--- config.mk ---
export PLATFORM = sky130hd
export DESIGN_NAME = univ_bound_counter_flat
export DESIGN_NICKNAME = d
export VERILOG_FILES = /design/src/rtl/univ_bound_counter_if.sv /design/src/rtl/univ_bound_counter.sv /design/src/flat_wrapper.sv
export SDC_FILE = /design/constraint.sdc
export NUM_CORES = 1
export LEC_CHECK = 0
export BUFFER_PORTS_ARGS = -buffer_cell sky130_fd_sc_hd__buf_2
export CAP_MARGIN = 20
export CORE_MARGIN = 4
export CORE_UTILIZATION = 30
export CTS_BUF_LIST = sky130_fd_sc_hd__clkbuf_16
export DETAILED_ROUTE_END_ITERATION = 6
export PLACE_DENSITY_LB_ADDON = 0.12
export SETUP_SLACK_MARGIN = 0.5
export SYNTH_ARGS = -nofsm -noshare
export SYNTH_HDL_FRONTEND = slang
export SYNTH_SLANG_ARGS = --single-unit
--- constraint.sdc ---
create_clock -name clk -period 4 [get_ports clk]
set_clock_uncertainty 0.15 [all_clocks]
set_input_delay 0.2 -clock clk [delete_from_list [all_inputs] [get_ports clk]]
set_output_delay 0.2 -clock clk [all_outputs]
set_load 0.05 [all_outputs]
--- src/rtl/univ_bound_counter_if.sv ---
// Control/status bundle for one univ_bound_counter channel.
// There is no valid/ready handshake: every control is a level sampled on each
// rising clk edge, and every status output is valid whenever it is looked at.
interface univ_bound_counter_if #(
    parameter int N = 8
);
    // Controls (driven by the channel owner)
    logic         syn_clr;
    logic         load;
    logic         en;
    logic         up;
    logic         sat;
    logic [N-1:0] step;
    logic [N-1:0] lo;
    logic [N-1:0] hi;
    logic [N-1:0] d;

    // Status (driven by the counter)
    logic [N-1:0] q;
    logic         max_tick;
    logic         min_tick;
    logic         evt;
    logic         ovf_sticky;
    logic         unf_sticky;
    logic         cfg_err;

    modport master (
        output syn_clr, load, en, up, sat, step, lo, hi, d,
        input  q, max_tick, min_tick, evt, ovf_sticky, unf_sticky, cfg_err
    );

    modport slave (
        input  syn_clr, load, en, up, sat, step, lo, hi, d,
        output q, max_tick, min_tick, evt, ovf_sticky, unf_sticky, cfg_err
    );
endinterface

--- src/rtl/univ_bound_counter.sv ---
// Bounded up/down counter with programmable lo/hi bounds, variable step,
// wrap or saturate overflow handling, a registered crossing-event pulse and
// sticky overflow/underflow flags. One instance per count channel.
module univ_bound_counter #(
    parameter int N = 8
) (
    input  logic                  clk,
    input  logic                  reset,
    univ_bound_counter_if.slave   bus
);

    // Which action the current edge will perform; kept as a named signal so
    // checkers and waveforms can see the decision directly.
    typedef enum logic [2:0] {
        ACT_IDLE   = 3'd0,
        ACT_CLR    = 3'd1,
        ACT_LOAD   = 3'd2,
        ACT_RECOV  = 3'd3,
        ACT_STEP   = 3'd4,
        ACT_OVF    = 3'd5,
        ACT_UNF    = 3'd6,
        ACT_HOLD   = 3'd7
    } act_t;

    logic [N-1:0] q_r;
    logic         evt_r;
    logic         ovf_r;
    logic         unf_r;

    logic [N-1:0] q_nxt;
    logic         evt_nxt;
    logic         ovf_nxt;
    logic         unf_nxt;
    act_t         act;

    logic         cfg_err;
    logic         in_range;
    logic [N:0]   sum_up;
    logic [N:0]   lo_plus_step;
    logic [N-1:0] diff_dn;
    logic [N-1:0] load_val;

    // Configuration check and range/arithmetic helpers. Sums are one bit
    // wider than the counter so a carry past 2^N is still seen as > hi.
    always_comb begin
        cfg_err      = (bus.hi < bus.lo);
        in_range     = (q_r >= bus.lo) && (q_r <= bus.hi);
        sum_up       = {1'b0, q_r} + {1'b0, bus.step};
        lo_plus_step = {1'b0, bus.lo} + {1'b0, bus.step};
        diff_dn      = q_r - bus.step;
        if (bus.d > bus.hi) begin
            load_val = bus.hi;
        end else if (bus.d < bus.lo) begin
            load_val = bus.lo;
        end else begin
            load_val = bus.d;
        end
    end

    // Decide this edge's single action by priority: clear > load > count.
    always_comb begin
        act = ACT_IDLE;
        if (bus.syn_clr) begin
            act = ACT_CLR;
        end else if (cfg_err) begin
            act = ACT_IDLE;
        end else if (bus.load) begin
            act = ACT_LOAD;
        end else if (bus.en) begin
            if (!in_range) begin
                act = ACT_RECOV;
            end else if (bus.step == '0) begin
                act = ACT_HOLD;
            end else if (bus.up) begin
                act = (sum_up <= {1'b0, bus.hi}) ? ACT_STEP : ACT_OVF;
            end else begin
                act = ({1'b0, q_r} >= lo_plus_step) ? ACT_STEP : ACT_UNF;
            end
        end
    end

    // Next-state values for the chosen action; evt is a one-edge pulse, so it
    // defaults low and only crossing/recovery actions raise it.
    always_comb begin
        q_nxt   = q_r;
        evt_nxt = 1'b0;
        ovf_nxt = ovf_r;
        unf_nxt = unf_r;
        case (act)
            ACT_CLR: begin
                q_nxt   = bus.lo;
                ovf_nxt = 1'b0;
                unf_nxt = 1'b0;
            end
            ACT_LOAD: begin
                q_nxt = load_val;
            end
            ACT_RECOV: begin
                q_nxt   = bus.lo;
                evt_nxt = 1'b1;
            end
            ACT_STEP: begin
                q_nxt = bus.up ? sum_up[N-1:0] : diff_dn;
            end
            ACT_OVF: begin
                // Wrap lands on the opposite bound; excess is discarded.
                q_nxt   = bus.sat ? bus.hi : bus.lo;
                evt_nxt = 1'b1;
                ovf_nxt = 1'b1;
            end
            ACT_UNF: begin
                q_nxt   = bus.sat ? bus.lo : bus.hi;
                evt_nxt = 1'b1;
                unf_nxt = 1'b1;
            end
            default: begin
                q_nxt = q_r;
            end
        endcase
    end

    // State register with synchronous reset overriding every other action.
    always_ff @(posedge clk) begin
        if (reset) begin
            q_r   <= '0;
            evt_r <= 1'b0;
            ovf_r <= 1'b0;
            unf_r <= 1'b0;
        end else begin
            q_r   <= q_nxt;
            evt_r <= evt_nxt;
            ovf_r <= ovf_nxt;
            unf_r <= unf_nxt;
        end
    end

    // Status outputs; bound ticks follow q combinationally and are suppressed
    // while the bounds are inconsistent.
    always_comb begin
        bus.q          = q_r;
        bus.evt        = evt_r;
        bus.ovf_sticky = ovf_r;
        bus.unf_sticky = unf_r;
        bus.cfg_err    = cfg_err;
        bus.max_tick   = (q_r == bus.hi) && !cfg_err;
        bus.min_tick   = (q_r == bus.lo) && !cfg_err;
    end

endmodule

--- src/flat_wrapper.sv ---
// flat-port wrapper written by rule: the top's interface ports become plain ports
module univ_bound_counter_flat 
#(
    parameter int N = 8
)
  (clk, reset, bus_syn_clr, bus_load, bus_en, bus_up, bus_sat, bus_step, bus_lo, bus_hi, bus_d, bus_q, bus_max_tick, bus_min_tick, bus_evt, bus_ovf_sticky, bus_unf_sticky, bus_cfg_err);
  univ_bound_counter_if #(.N(N)) bus_i ();
  input  logic clk;
  input  logic reset;
  input wire logic [$bits(bus_i.syn_clr)-1:0] bus_syn_clr;
  input wire logic [$bits(bus_i.load)-1:0] bus_load;
  input wire logic [$bits(bus_i.en)-1:0] bus_en;
  input wire logic [$bits(bus_i.up)-1:0] bus_up;
  input wire logic [$bits(bus_i.sat)-1:0] bus_sat;
  input wire logic [$bits(bus_i.step)-1:0] bus_step;
  input wire logic [$bits(bus_i.lo)-1:0] bus_lo;
  input wire logic [$bits(bus_i.hi)-1:0] bus_hi;
  input wire logic [$bits(bus_i.d)-1:0] bus_d;
  output wire logic [$bits(bus_i.q)-1:0] bus_q;
  output wire logic [$bits(bus_i.max_tick)-1:0] bus_max_tick;
  output wire logic [$bits(bus_i.min_tick)-1:0] bus_min_tick;
  output wire logic [$bits(bus_i.evt)-1:0] bus_evt;
  output wire logic [$bits(bus_i.ovf_sticky)-1:0] bus_ovf_sticky;
  output wire logic [$bits(bus_i.unf_sticky)-1:0] bus_unf_sticky;
  output wire logic [$bits(bus_i.cfg_err)-1:0] bus_cfg_err;
  assign bus_i.syn_clr = bus_syn_clr;
  assign bus_i.load = bus_load;
  assign bus_i.en = bus_en;
  assign bus_i.up = bus_up;
  assign bus_i.sat = bus_sat;
  assign bus_i.step = bus_step;
  assign bus_i.lo = bus_lo;
  assign bus_i.hi = bus_hi;
  assign bus_i.d = bus_d;
  assign bus_q = bus_i.q;
  assign bus_max_tick = bus_i.max_tick;
  assign bus_min_tick = bus_i.min_tick;
  assign bus_evt = bus_i.evt;
  assign bus_ovf_sticky = bus_i.ovf_sticky;
  assign bus_unf_sticky = bus_i.unf_sticky;
  assign bus_cfg_err = bus_i.cfg_err;
  univ_bound_counter #(.N(N)) u_core (.clk(clk), .reset(reset), .bus(bus_i));
endmodule
======== Word level (Yosys, flattened, before mapping) ========
Cells that the tools add are included.
word-level totals
  bits of input ports ..................... 39
  register bits after elaboration ......... 11
  logic and storage cells ................. 50
cells by class
  reduce and logical (&&, ||, !) cells .... 10
  multiplexer cells ....................... 18
  eq/ne operators ......................... 8
  $lt $le $gt $ge ......................... 7
  $add $sub $neg .......................... 3
operator list
  cell                                                                   number
  8-bit 2-to-1 mux                                                       5
  8-bit one-hot mux with 5 select lines                                  1
  3-bit 2-to-1 mux                                                       7
  8-bit by 8-bit adder with 9-bit output                                 2
  8-bit equality test                                                    2
  8-bit less-than comparator                                             2
  3-bit equality test, second input constant                             3
  8-bit by 9-bit >= comparator with 1-bit output                         1
  9-bit by 8-bit <= comparator with 1-bit output                         1
  8-bit >= comparator                                                    1
  8-bit > comparator                                                     1
  8-bit <= comparator                                                    1
  8-bit logical NOT                                                      1
  8-bit subtractor                                                       1
  3-bit by 2-bit equality test with 1-bit output, second input constant  2
  5-bit nonzero test                                                     1
  1-bit one-hot mux with 2 select lines                                  2
  2-bit nonzero test                                                     2
  3-bit by 1-bit equality test with 1-bit output, second input constant  1
  1-bit logical AND                                                      3
  3-bit OR reduction                                                     1
  1-bit 2-to-1 mux                                                       2
  2-bit 2-to-1 mux                                                       1
  2-bit OR reduction                                                     1
  1-bit logical NOT                                                      1

======== Longest topological paths before layout ========
Gate-level depths: netlist of the first run.
  word-level depth ........................ 13
  depth in mapped cells ................... 16

======== Worst setup path before layout of the first run ========
No wires, ideal clock.
  path kind ............................... flip-flop to flip-flop
  start ................................... reg u_core.q_r[1] (netlist: u_core.bus.q[1])
  end ..................................... reg u_core.q_r[4] (netlist: u_core.bus.q[4])
  setup slack ............................. -0.321 ns
  arrival time ............................ 4.035 ns
  library setup time ...................... 0.136 ns
  stages on the path, launching flop included .. 16
  path through ............................ dfxtp_1 -> inv_1 -> fa_1 -> o21ba_1 -> or4_4 -> nand3b_1 -> xnor2_1 -> ha_1 -> a22oi_1 -> o211ai_1 -> o211ai_1 -> nand4_1 -> a311oi_2 -> a2111oi_4 -> a221oi_1 -> o211ai_1
on the way
  longest elaborated chain between the ends .. 13
  elaborated cells on any way between the ends .. 26
  classes of those cells .................. add/sub: 2; order compare: 4; eq/ne: 6; mux: 11; reduce/logical: 3
ends and longest elaborated chain
  element                                                                                                                  line                       RTL
  start: declaration                                                                                                       univ_bound_counter.sv:25   logic [N-1:0] q_r;
  start signal: assignment                                                                                                 univ_bound_counter.sv:130  q_r <= q_nxt;
  8-bit by 8-bit adder with 9-bit output                                                                                   univ_bound_counter.sv:48   sum_up = {1'b0, q_r} + {1'b0, bus.step};
  9-bit by 8-bit <= comparator with 1-bit output                                                                           univ_bound_counter.sv:75   act = (sum_up <= {1'b0, bus.hi}) ? ACT_STEP : ACT_OVF;
  1-bit 2-to-1 mux                                                                                                         univ_bound_counter.sv:75
  3-bit 2-to-1 mux                                                                                                         univ_bound_counter.sv:74   end else if (bus.up) begin
  3-bit 2-to-1 mux                                                                                                         univ_bound_counter.sv:72   end else if (bus.step == '0) begin
  3-bit 2-to-1 mux                                                                                                         univ_bound_counter.sv:70   if (!in_range) begin
  3-bit 2-to-1 mux                                                                                                         univ_bound_counter.sv:69   end else if (bus.en) begin
  3-bit 2-to-1 mux                                                                                                         univ_bound_counter.sv:67   end else if (bus.load) begin
  3-bit 2-to-1 mux                                                                                                         univ_bound_counter.sv:65   end else if (cfg_err) begin
  3-bit 2-to-1 mux                                                                                                         univ_bound_counter.sv:63   if (bus.syn_clr) begin
  3-bit by 1-bit equality test with 1-bit output / 3-bit by 2-bit equality test with 1-bit output (equally long branches)  univ_bound_counter.sv:89   case (act)
  2-bit OR reduction (no source line)                                                                                      --
  8-bit one-hot mux with 5 select lines / 5-bit nonzero test (equally long branches)                                       --
Several ways; a longest one is shown, not always the timed one.
A chain may end at the register's enable or synchronous reset.

======== Final worst setup path of the first run ========
  start ................................... reg u_core.q_r[0] (netlist: u_core.bus.q[0])
  end ..................................... reg u_core.q_r[6] (netlist: u_core.bus.q[6])
The elaborated chain is that of the path after synthesis.

==> results of run 1 <==
## metal layers
layer	global-route usage, %	part of all wire, %
met1	25.4	46
met2	33.8	49
met3	2.07	4.6
met4	4.01	1.0
met5	0	0
## where the power goes
part | internal, µW | switching [µW] | total (µW)
clock network | 132 | 57.6 | 190
registers | 119 | 14.0 | 133
logic | 266 | 370 | 636
total | 516 | 442 | 958
## logic make-up (layout without fill, tap and decap cells)
group	count (synthesis)	count (layout)	share of synthesized area (%)
xor gates and xnor gates	17	17	4.59
adders and majority gates	80	80	31.6
muxes	10	10	3.09
and+or+nand+nor	109	109	17.3
AOI/OAI and AO/OA	137	137	30.1
buffers and inverters	55	147	6.49
DFF	11	11	6.80
## metrics by stage
| stage | std cells | util [%] | setup TNS (ps) | power [µW] | hold WS [ps] |
|---|---|---|---|---|---|
| after floorplan | 419 | - | 0 | 534 | 190 |
| after global placement | 622 | 37.1 | 0 | 726 | 291 |
| after detailed placement | 622 | 37.1 | 0 | 725 | 299 |
| after CTS | 645 | 39.7 | 0 | 949 | 123 |
| after global routing | 647 | 40.2 | -439 | 1030 | 142 |
| final | 647 | 40.2 | 0 | 958 | 117 |
## critical path, stage by stage, from the launching register on
cell and delay [ps]:
sky130_fd_sc_hd__dfxtp_4 350, sky130_fd_sc_hd__ha_4 150, sky130_fd_sc_hd__inv_2 50, sky130_fd_sc_hd__fa_2 200, sky130_fd_sc_hd__o21ba_4 140, sky130_fd_sc_hd__or4_4 120
sky130_fd_sc_hd__nand3b_1 110, sky130_fd_sc_hd__buf_4 150, sky130_fd_sc_hd__buf_4 120, sky130_fd_sc_hd__buf_4 120, sky130_fd_sc_hd__buf_4 120, sky130_fd_sc_hd__buf_4 120
sky130_fd_sc_hd__buf_4 120, sky130_fd_sc_hd__buf_4 120, sky130_fd_sc_hd__buf_4 120, sky130_fd_sc_hd__buf_4 120, sky130_fd_sc_hd__buf_4 120, sky130_fd_sc_hd__buf_4 120
sky130_fd_sc_hd__buf_4 120, sky130_fd_sc_hd__buf_4 120, sky130_fd_sc_hd__buf_4 120, sky130_fd_sc_hd__buf_4 120, sky130_fd_sc_hd__a32o_1 200, sky130_fd_sc_hd__xnor2_1 210
sky130_fd_sc_hd__o32ai_1 130, sky130_fd_sc_hd__nand2_1 100, sky130_fd_sc_hd__o2111ai_1 100
## what timing repair did
item | 4_1_cts | 5_1_grt
gates cloned | 0 | 0
endpoints found under the setup margin | 10 | 11
gates resized for setup | 9 | 11
buffers inserted | 19 | 2
pin swaps | 6 | 3
## path summary, 6_finish.rpt
kind	startpoint	endpoint	slack (ps)	cells after the start
setup / recovery	u_core.bus.q[0]$_SDFFE_PP0P_	u_core.bus.q[6]$_SDFFE_PP0P_	30	26
hold / removal	bus_hi[4]	u_core.bus.q[4]$_SDFFE_PP0P_	120	3
setup reg to reg	u_core.bus.q[0]$_SDFFE_PP0P_	u_core.bus.q[6]$_SDFFE_PP0P_	30	26
hold reg to reg	u_core.bus.ovf_sticky$_SDFFE_PP0P_	u_core.bus.ovf_sticky$_SDFFE_PP0P_	310	1
## synth_stat cells (all sizes together) (8+ instances only)
cell    number
ha          77
inv         45
a21oi       37
nor2        33
o21ai       22
nand2       17
dfxtp       11
nand4       11
o211ai      11
mux2i       10
nand2b      10
a21o         9
nor3         9
xor2         9
xnor2        8
## layout make-up
cell class	instances	area, µm²	share of cell area (%)
clock inverters	1	3.75	0.0897
clock buffers	3	75.1	1.79
well taps	136	170	4.07
repair buffers	98	613	14.7
inverters	45	169	4.04
flip-flops and latches	11	233	5.56
multi-input cells	353	2920	69.8
## flip-flops by register name, summed over array words and instances, names as in the netlist
register / count
u_core.bus.evt: 1
u_core.bus.q: 8
u_core.bus.unf_sticky: 1
u_core.bus.ovf_sticky: 1
==> impl_metrics.json, run 1 <==
{
  "report.final.setup_viol": 0,
  "row_count": 37,
  "maxSlewViolCount": 0,
  "maximum_number_of_pins_on_one_net_before_global_route_repair": 20,
  "cts_root_buffer": "sky130_fd_sc_hd__clkbuf_16",
  "hpwl_um": 10500,
  "vias_in_the_first_global_route": 3552,
  "pwr_density_cell_nw_per_um2": 229,
  "ys_warn_count": 0,
  "synth_area_per_cell_um2": 7.73,
  "hold_buffers": 0,
  "power_leakage_uw": 0.00202,
  "synth_top_cell_area_share_pct": 29.7,
  "worst_hold_path_type": "primary input to register",
  "dpl_worst_slack_ps": 9.52,
  "globalRouteTotalUtil_pct": 19.2,
  "place.gp.congestion": 0.889,
  "drtIter0Drc": 285,
  "fill_cells": 1116,
  "number_of_remaining_drc_errors": 0,
  "fin_crit_sh_pct": 99.1,
  "most_frequent_cells_in_the_layout": "75 x sky130_fd_sc_hd__ha_1, 52 x sky130_fd_sc_hd__buf_2, 45 x sky130_fd_sc_hd__inv_1",
  "antenna_cells": 0,
  "worst-endpoint-required_ps": 3960,
  "timing.fmax_mhz": 252,
  "die_width_um": 112,
  "count_of_distinct_cell_types_in_the_synthesized_netlist": 61,
  "detailed_place.area_um2": 3860,
  "routed_wl_um": 12200,
  "boundaryPins": 53,
  "die_height_um": 112,
  "grt_first_pass_wirelength_um": 19100,
  "netlist_instances": 419,
  "syn2layout_area_growth_pct": 29.1,
  "result_of_the_run": "finished clean",
  "tightest_slew_ps": 550,
  "cts_max_level": 1,
  "worst-path-max-fanout": 3,
  "hold_viol_final": 0,
  "setup_ws_ps": 34.0,
  "wl_per_cell_um": 18.8,
  "kind_of_critical_path": "register to register",
  "dr.pass1.iters": 4,
  "placement.io_buffers": 52,
  "worstSetupEndpointType": "register",
  "synth.top_cells.by_area": "sky130_fd_sc_hd__ha_1 30%, sky130_fd_sc_hd__dfxtp_1 6.8%, sky130_fd_sc_hd__a21oi_1 5.7%, sky130_fd_sc_hd__inv_1 5.2%, sky130_fd_sc_hd__nor2_1 3.8%",
  "clk_transition_reported_paths_ps": 40,
  "detail-route-antenna-nets": 0,
  "maxCapViolCount": 0,
  "netlist.top_cell.by_area": "sky130_fd_sc_hd__ha_1",
  "synth-main-ff-cell": "sky130_fd_sc_hd__dfxtp_1",
  "core_region_area_um2": 10400,
  "finish.net_count": 631,
  "rsz0062_at_grt": "yes",
  "period_minus_slack_ps": 3970,
  "congestion_overflow_gr": 0,
  "dr_total_vias": 3447,
  "die_area_um2": 12500,
  "effective_utilization_at_floorplan_pct": 31.1,
  "worst-endpoint-arrival_ps": 3930,
  "timing.critical_path.from_type": "register",
  "netlist_area_um2": 3240,
  "vdd_ir_drop_max_mv": 0.136,
  "synth_sequential_area_ratio_pct": 6.80,
  "cts_sinks": 11,
  "synth_fp_nets": 538,
  "vias_per_cell": 5.33,
  "final_area_um2": 4180,
  "slew_headroom_pct": 63.2,
  "number_of_enable_flip_flop_cells_after_synthesis": 0,
  "layout_commonest_cell": "sky130_fd_sc_hd__ha_1",
  "cts_tree": "built",
  "synth.ff_latch_count": 11,
  "cts_buffer_depth": 2,
  "clk-insertion-delay-late_ps": 240,
  "cts_buffers": 3,
  "asyncSetResetFlopFracSynth_pct": 0,
  "antenna_violations_before_repair": 0,
  "share_of_cells_above_drive_strength_1_pct": 26.6
}
(Power assumes the default switching activity.)
==> inputs of run 2 (changes only) <==
--- a/config.mk
+++ b/config.mk
@@ -7,8 +7,10 @@
 export LEC_CHECK = 0
 export BUFFER_PORTS_ARGS = -buffer_cell sky130_fd_sc_hd__buf_2
 export CAP_MARGIN = 20
+export CELL_PAD_IN_SITES_DETAIL_PLACEMENT = 0
+export CELL_PAD_IN_SITES_GLOBAL_PLACEMENT = 1
 export CORE_MARGIN = 4
-export CORE_UTILIZATION = 30
+export CORE_UTILIZATION = 39
 export CTS_BUF_LIST = sky130_fd_sc_hd__clkbuf_16
 export DETAILED_ROUTE_END_ITERATION = 6
 export PLACE_DENSITY_LB_ADDON = 0.12
==> run 2 against run 1 <==
Utilization is 11 points higher. Register-to-register slack hardly changed. Global-route usage is 3.2 points higher. Die area is 22% lower. Critical path type unchanged. Sequential share of layout area is 0.18 points higher. Critical path depth is 10 lower. Worst hold slack better by 13 ps. Combinational power is 3% lower. Sequential cell count stayed put. Non-clock buffer count is 15 lower. Wire length is 8.1% lower. Cell area is 3.1% lower.
==> impl_metrics.json, run 2 (same netlist as run 1, synthesis figures left out) <==
{
  "met1Wirelength_um": 5220,
  "worst-path-max-fanout": 6,
  "hold_buffers": 0,
  "place.gp.congestion": 0.890,
  "vias_in_the_first_global_route": 3379,
  "tightest_slew_ps": 632,
  "placement.io_buffers": 52,
  "critical_path.cell_chain": "ha_4, inv_2, fa_2, o21ba_4, or4_4, nand3b_1, xnor2_1, ha_1, a22oi_1, o211ai_1, o211ai_1, nand4_1, a311oi_2, a2111oi_4, a221oi_2, o211ai_1",
  "maximum_number_of_pins_on_one_net_before_global_route_repair": 20,
  "vdd_ir_drop_max_mv": 0.132,
  "crit_path_max_incr_delay_ps": 420,
  "cts_root_buffer": "sky130_fd_sc_hd__clkbuf_16",
  "grt_first_pass_wirelength_um": 17600,
  "globalRouteTotalUtil_pct": 22.4,
  "met2_length_um": 5130,
  "maxUsedRoutingLayer": "met4",
  "kind_of_critical_path": "register to register",
  "core_region_area_um2": 7890,
  "fin_crit_sh_pct": 98.9,
  "hold_viol_final": 0,
  "cts_max_level": 1,
  "share_of_cells_above_drive_strength_1_pct": 25.6,
  "result_of_the_run": "finished clean",
  "setup_ws_ps": 43.2,
  "period_minus_slack_ps": 3960,
  "finish.net_count": 616,
  "met3_wirelength_um": 465,
  "worst_hold_path_type": "primary input to register",
  "die_area_um2": 9830,
  "row_count": 32,
  "dpl_worst_slack_ps": 16.8,
  "layout_commonest_cell": "sky130_fd_sc_hd__ha_1",
  "clk_transition_reported_paths_ps": 50,
  "slew_headroom_pct": 57.5,
  "rsz0062_at_grt": "yes",
  "power_leakage_uw": 0.00194,
  "crit_path_top_delay_cell": "sky130_fd_sc_hd__or4_4",
  "dr.pass1.iters": 4,
  "cp_common_cell": "sky130_fd_sc_hd__o211ai_1",
  "pwr_density_cell_nw_per_um2": 232,
  "crit_family": "compound AO/OA/AOI/OAI gates",
  "die_height_um": 99.2,
  "boundaryPins": 53,
  "syn2layout_area_growth_pct": 25.1,
  "dr_total_vias": 3446,
  "drtIter0Drc": 227,
  "timing.fmax_mhz": 253,
  "number_of_remaining_drc_errors": 0,
  "antenna_violations_before_repair": 0,
  "antenna_cells": 0,
  "wl_per_cell_um": 18.7,
  "die_width_um": 99.2,
  "maxCapViolCount": 0,
  "utilization_pct": 51.4,
  "hpwl_um": 9310,
  "clk-insertion-delay-late_ps": 240,
  "maxSlewViolCount": 0,
  "effective_utilization_at_floorplan_pct": 41.1,
  "worstSetupEndpointType": "register",
  "cts_buffers": 3,
  "cts_sinks": 11,
  "most_frequent_cells_in_the_layout": "76 x sky130_fd_sc_hd__ha_1, 52 x sky130_fd_sc_hd__buf_2, 45 x sky130_fd_sc_hd__inv_1",
  "largest_register_ff_count": 8,
  "report.final.setup_viol": 0,
  "routed_wl_um": 11200,
  "timing.critical_path.from_type": "register",
  "worst-endpoint-arrival_ps": 3920,
  "vias_per_cell": 5.76,
  "cts_buffer_depth": 2,
  "cts_tree": "built",
  "detail-route-antenna-nets": 0,
  "worst-endpoint-required_ps": 3960,
  "congestion_overflow_gr": 0,
  "critPathBufInv": 1
}
## run 2: cell types whose count changed in the layout (fill, tap and decap cells not counted), moves of 2 or more
cell                        before  now
sky130_fd_sc_hd__buf_4          44   30
sky130_fd_sc_hd__nand2_1        17   14
sky130_fd_sc_hd__nand2_2         0    3
sky130_fd_sc_hd__o2111ai_1       3    1
sky130_fd_sc_hd__o2111ai_2       0    2
## run 2: worst paths after layout
path         depth (start not counted)                                 end                          startpoint  slack [ps]
max                                 16        u_core.bus.q[4]$_SDFFE_PP0P_        u_core.bus.q[0]$_SDFFE_PP0P_          40
min                                  2  u_core.bus.unf_sticky$_SDFFE_PP0P_                               reset         130
min reg2reg                          1  u_core.bus.ovf_sticky$_SDFFE_PP0P_  u_core.bus.ovf_sticky$_SDFFE_PP0P_         310
max reg2reg                         16        u_core.bus.q[4]$_SDFFE_PP0P_        u_core.bus.q[0]$_SDFFE_PP0P_          40
## run 2: cell type report
cell class                 instances  area (µm²)
clock inverter                     1        3.75
inverter                          45         169
timing repair buffer              83         497
clock buffer                       3        75.1
fill                             790        3830
sequential                        11         233
tap                              102         128
multi-input combinational        353        2950
## run 2: where the power goes
group          internal [µW]  total (µW)  switching [µW]
registers                119         134            15.2
clock network            132         187            55.5
logic                    254         620             365
## run 2: repair_timing
| item | 4_1_cts | 5_1_grt |
|---|---|---|
| pin swaps | 9 | 14 |
| endpoints found under the setup margin | 10 | 11 |
| resized for setup | 16 | 8 |
| buffers inserted | 8 | 5 |
## run 2: per-stage QoR
step                      cell area (µm²)  total power, µW  setup TNS (ps)  instances  hold slack (ps)
after global placement               3770              704               0        581              292
after detailed placement             3770              707               0        581              298
after floorplan                      3290              534               0        419              190
after CTS                            3980              927               0        593              141
final                                4050              941               0        598              130
after global routing                 4050             1020            -976        598              155
## run 2: layer usage
layer | up-vias | track usage (%)
li1 | 1721 | -
met5 | - | 0
met1 | 1624 | 30.7
met2 | 83 | 36.9
met4 | 0 | 8.40
met3 | 18 | 1.47
==> inputs of run 3 (changes only) <==
--- a/config.mk
+++ b/config.mk
@@ -10,7 +10,7 @@
 export CELL_PAD_IN_SITES_DETAIL_PLACEMENT = 0
 export CELL_PAD_IN_SITES_GLOBAL_PLACEMENT = 1
 export CORE_MARGIN = 4
-export CORE_UTILIZATION = 39
+export CORE_UTILIZATION = 43
 export CTS_BUF_LIST = sky130_fd_sc_hd__clkbuf_16
 export DETAILED_ROUTE_END_ITERATION = 6
 export PLACE_DENSITY_LB_ADDON = 0.12
==> constraint.sdc (replaced) <==
create_clock -name clk -period 3.85 [get_ports clk]
set_clock_uncertainty 0.15 [all_clocks]
set_input_delay 0.1925 -clock clk [delete_from_list [all_inputs] [get_ports clk]]
set_output_delay 0.1925 -clock clk [all_outputs]
set_load 0.05 [all_outputs]
==> run 3 against run 2 <==
The flow now finishes with violations (negative setup slack). First-iteration DRC count shrank 19%. Largest cell class unchanged. Die area shrank 8.6%. Global-route usage grew 3.0 points.
==> impl_metrics.json, run 3 (same netlist as run 1, synthesis figures left out) <==
{
  "tightest_slew_ps": 632,
  "crit_path_start": "u_core.bus.q[0]$_SDFFE_PP0P_",
  "dr.pass1.iters": 5,
  "die_area_um2": 8990,
  "boundaryPins": 53,
  "dr_total_vias": 3610,
  "cts_max_level": 1,
  "die_width_um": 94.8,
  "fill_cells": 724,
  "detailed_place.area_um2": 3890,
  "worst_setup_path_endpoint": "u_core.bus.q[6]$_SDFFE_PP0P_",
  "drtIter0Drc": 185,
  "layout_commonest_cell": "sky130_fd_sc_hd__ha_1",
  "cts_buffer_depth": 2,
  "antenna_cells": 0,
  "kind_of_critical_path": "register to register",
  "slew_headroom_pct": 57.7,
  "hold_viol_final": 0,
  "utilization_pct": 58.0,
  "dpl_worst_slack_ps": -233,
  "cts_buffers": 3,
  "power_leakage_uw": 0.00209,
  "setup_ws_ps": -236,
  "wl_per_cell_um": 18.3,
  "crit_path_max_incr_delay_ps": 340,
  "vias_per_cell": 5.81,
  "cp_common_cell": "sky130_fd_sc_hd__buf_4",
  "worst-r2r-cell-count": 27,
  "maxSlewViolCount": 0,
  "largest_register_ff_count": 8,
  "worst-path-max-fanout": 2,
  "cts_tree": "built",
  "antenna_violations_before_repair": 0,
  "final_area_um2": 4230,
  "most_frequent_cells_in_the_layout": "76 x sky130_fd_sc_hd__ha_1, 57 x sky130_fd_sc_hd__buf_4, 52 x sky130_fd_sc_hd__buf_2",
  "globalRouteTotalUtil_pct": 25.4,
  "congestion_overflow_gr": 0,
  "result_of_the_run": "finished with violations",
  "report.final.setup_viol": 9,
  "worst-endpoint-arrival_ps": 4050,
  "finish.net_count": 642,
  "fin_crit_sh_pct": 106,
  "cts_sinks": 11,
  "clk-insertion-delay-late_ps": 240,
  "worstSetupEndpointType": "register",
  "share_of_cells_above_drive_strength_1_pct": 28.9,
  "violated_checks": "negative setup slack",
  "p_total_uw": 1020,
  "hold_buffers": 0,
  "worst-endpoint-required_ps": 3810,
  "placement.io_buffers": 52,
  "period_minus_slack_ps": 4090,
  "timing.reg2reg.setup_slack_ps": -240,
  "place.gp.congestion": 0.944,
  "syn2layout_area_growth_pct": 30.6,
  "regToRegEndpoint": "u_core.bus.q[6]$_SDFFE_PP0P_",
  "timing.fmax_mhz": 245,
  "vias_in_the_first_global_route": 3432,
  "worst_hold_path.num_cells": 2,
  "hpwl_um": 9310,
  "pwr_density_cell_nw_per_um2": 240,
  "worstReg2RegStart": "u_core.bus.q[0]$_SDFFE_PP0P_",
  "grt_first_pass_wirelength_um": 17800,
  "row_count": 31,
  "worst_hold_path_type": "primary input to register",
  "fin_tns_setup_ps": -1470,
  "cts_root_buffer": "sky130_fd_sc_hd__clkbuf_16",
  "detail-route-antenna-nets": 0,
  "die_height_um": 94.8,
  "maximum_number_of_pins_on_one_net_before_global_route_repair": 20,
  "crit_path_top_delay_cell": "sky130_fd_sc_hd__dfxtp_4",
  "core_region_area_um2": 7290,
  "number_of_remaining_drc_errors": 0,
  "maxCapViolCount": 0,
  "rsz0062_at_grt": "yes",
  "clk_transition_reported_paths_ps": 50,
  "routed_wl_um": 11400,
  "timing.critical_path.from_type": "register",
  "effective_utilization_at_floorplan_pct": 44.4,
  "vdd_ir_drop_max_mv": 0.124
}
run 3: cell types whose count changed in the layout (fill, tap and decap cells not counted), sizes merged:
cell,before,now
buf,83,109
run 3: stage by stage:
| stage | cells | hold slack, ps |
|---|---|---|
| after global placement | 595 | 291 |
| after floorplan | 419 | 182 |
| after global routing | 621 | 137 |
| after CTS | 619 | 121 |
| after detailed placement | 595 | 303 |
| final | 621 | 118 |
run 3: what timing repair did:
item,in CTS,in global routing
pin swaps,11,5
buffers inserted,20,2
endpoints found under the setup margin,11,11
gates resized for setup,15,5
run 3: metal layers:
metal  track usage, %  wire (µm)  vias to the layer above
li1                 -          -                     1767
met1             34.5       5080                     1689
met2             44.6       5400                      134
met3             2.47        735                       20
met4             3.00        138                        0
met5                0          0                        -
run 3: layout make-up:
cell class / count / area [µm²] / area share (%)
Multi-Input combinational cell: 353 / 2940 / 69.5
Sequential cell: 11 / 233 / 5.50
Tap cell: 99 / 124 / 2.93
Clock inverter: 1 / 3.75 / 0.0887
Clock buffer: 3 / 75.1 / 1.77
Inverter: 45 / 169 / 3.99
Timing Repair Buffer: 109 / 688 / 16.3
run 3: worst min-delay path by stage:
stage | from | end
floorplan | bus_hi[1] | u_core.bus.q[1]$_SDFFE_PP0P_
global placement | u_core.bus.unf_sticky$_SDFFE_PP0P_ | u_core.bus.unf_sticky$_SDFFE_PP0P_
detailed placement | u_core.bus.unf_sticky$_SDFFE_PP0P_ | u_core.bus.unf_sticky$_SDFFE_PP0P_
CTS | reset | u_core.bus.unf_sticky$_SDFFE_PP0P_
global route | reset | u_core.bus.unf_sticky$_SDFFE_PP0P_
finish | reset | u_core.bus.unf_sticky$_SDFFE_PP0P_
run 3: worst max-delay path: cells and delay by family (launching register included):
kind / cells / cell delay, ps
and+or+nand+nor: 3 / 330
buffers and inverters: 17 / 2050
DFF: 1 / 340
adders and majority gates: 2 / 370
xor gates and xnor gates: 1 / 150
AOI/OAI and AO/OA: 4 / 580
run 3: where the power goes:
part	leakage (µW)	switching, µW	internal [µW]
combinational	0.00196	393	296
sequential	0.0000930	12.5	123
clock	0.0000423	54.3	137
total	0.00209	460	556
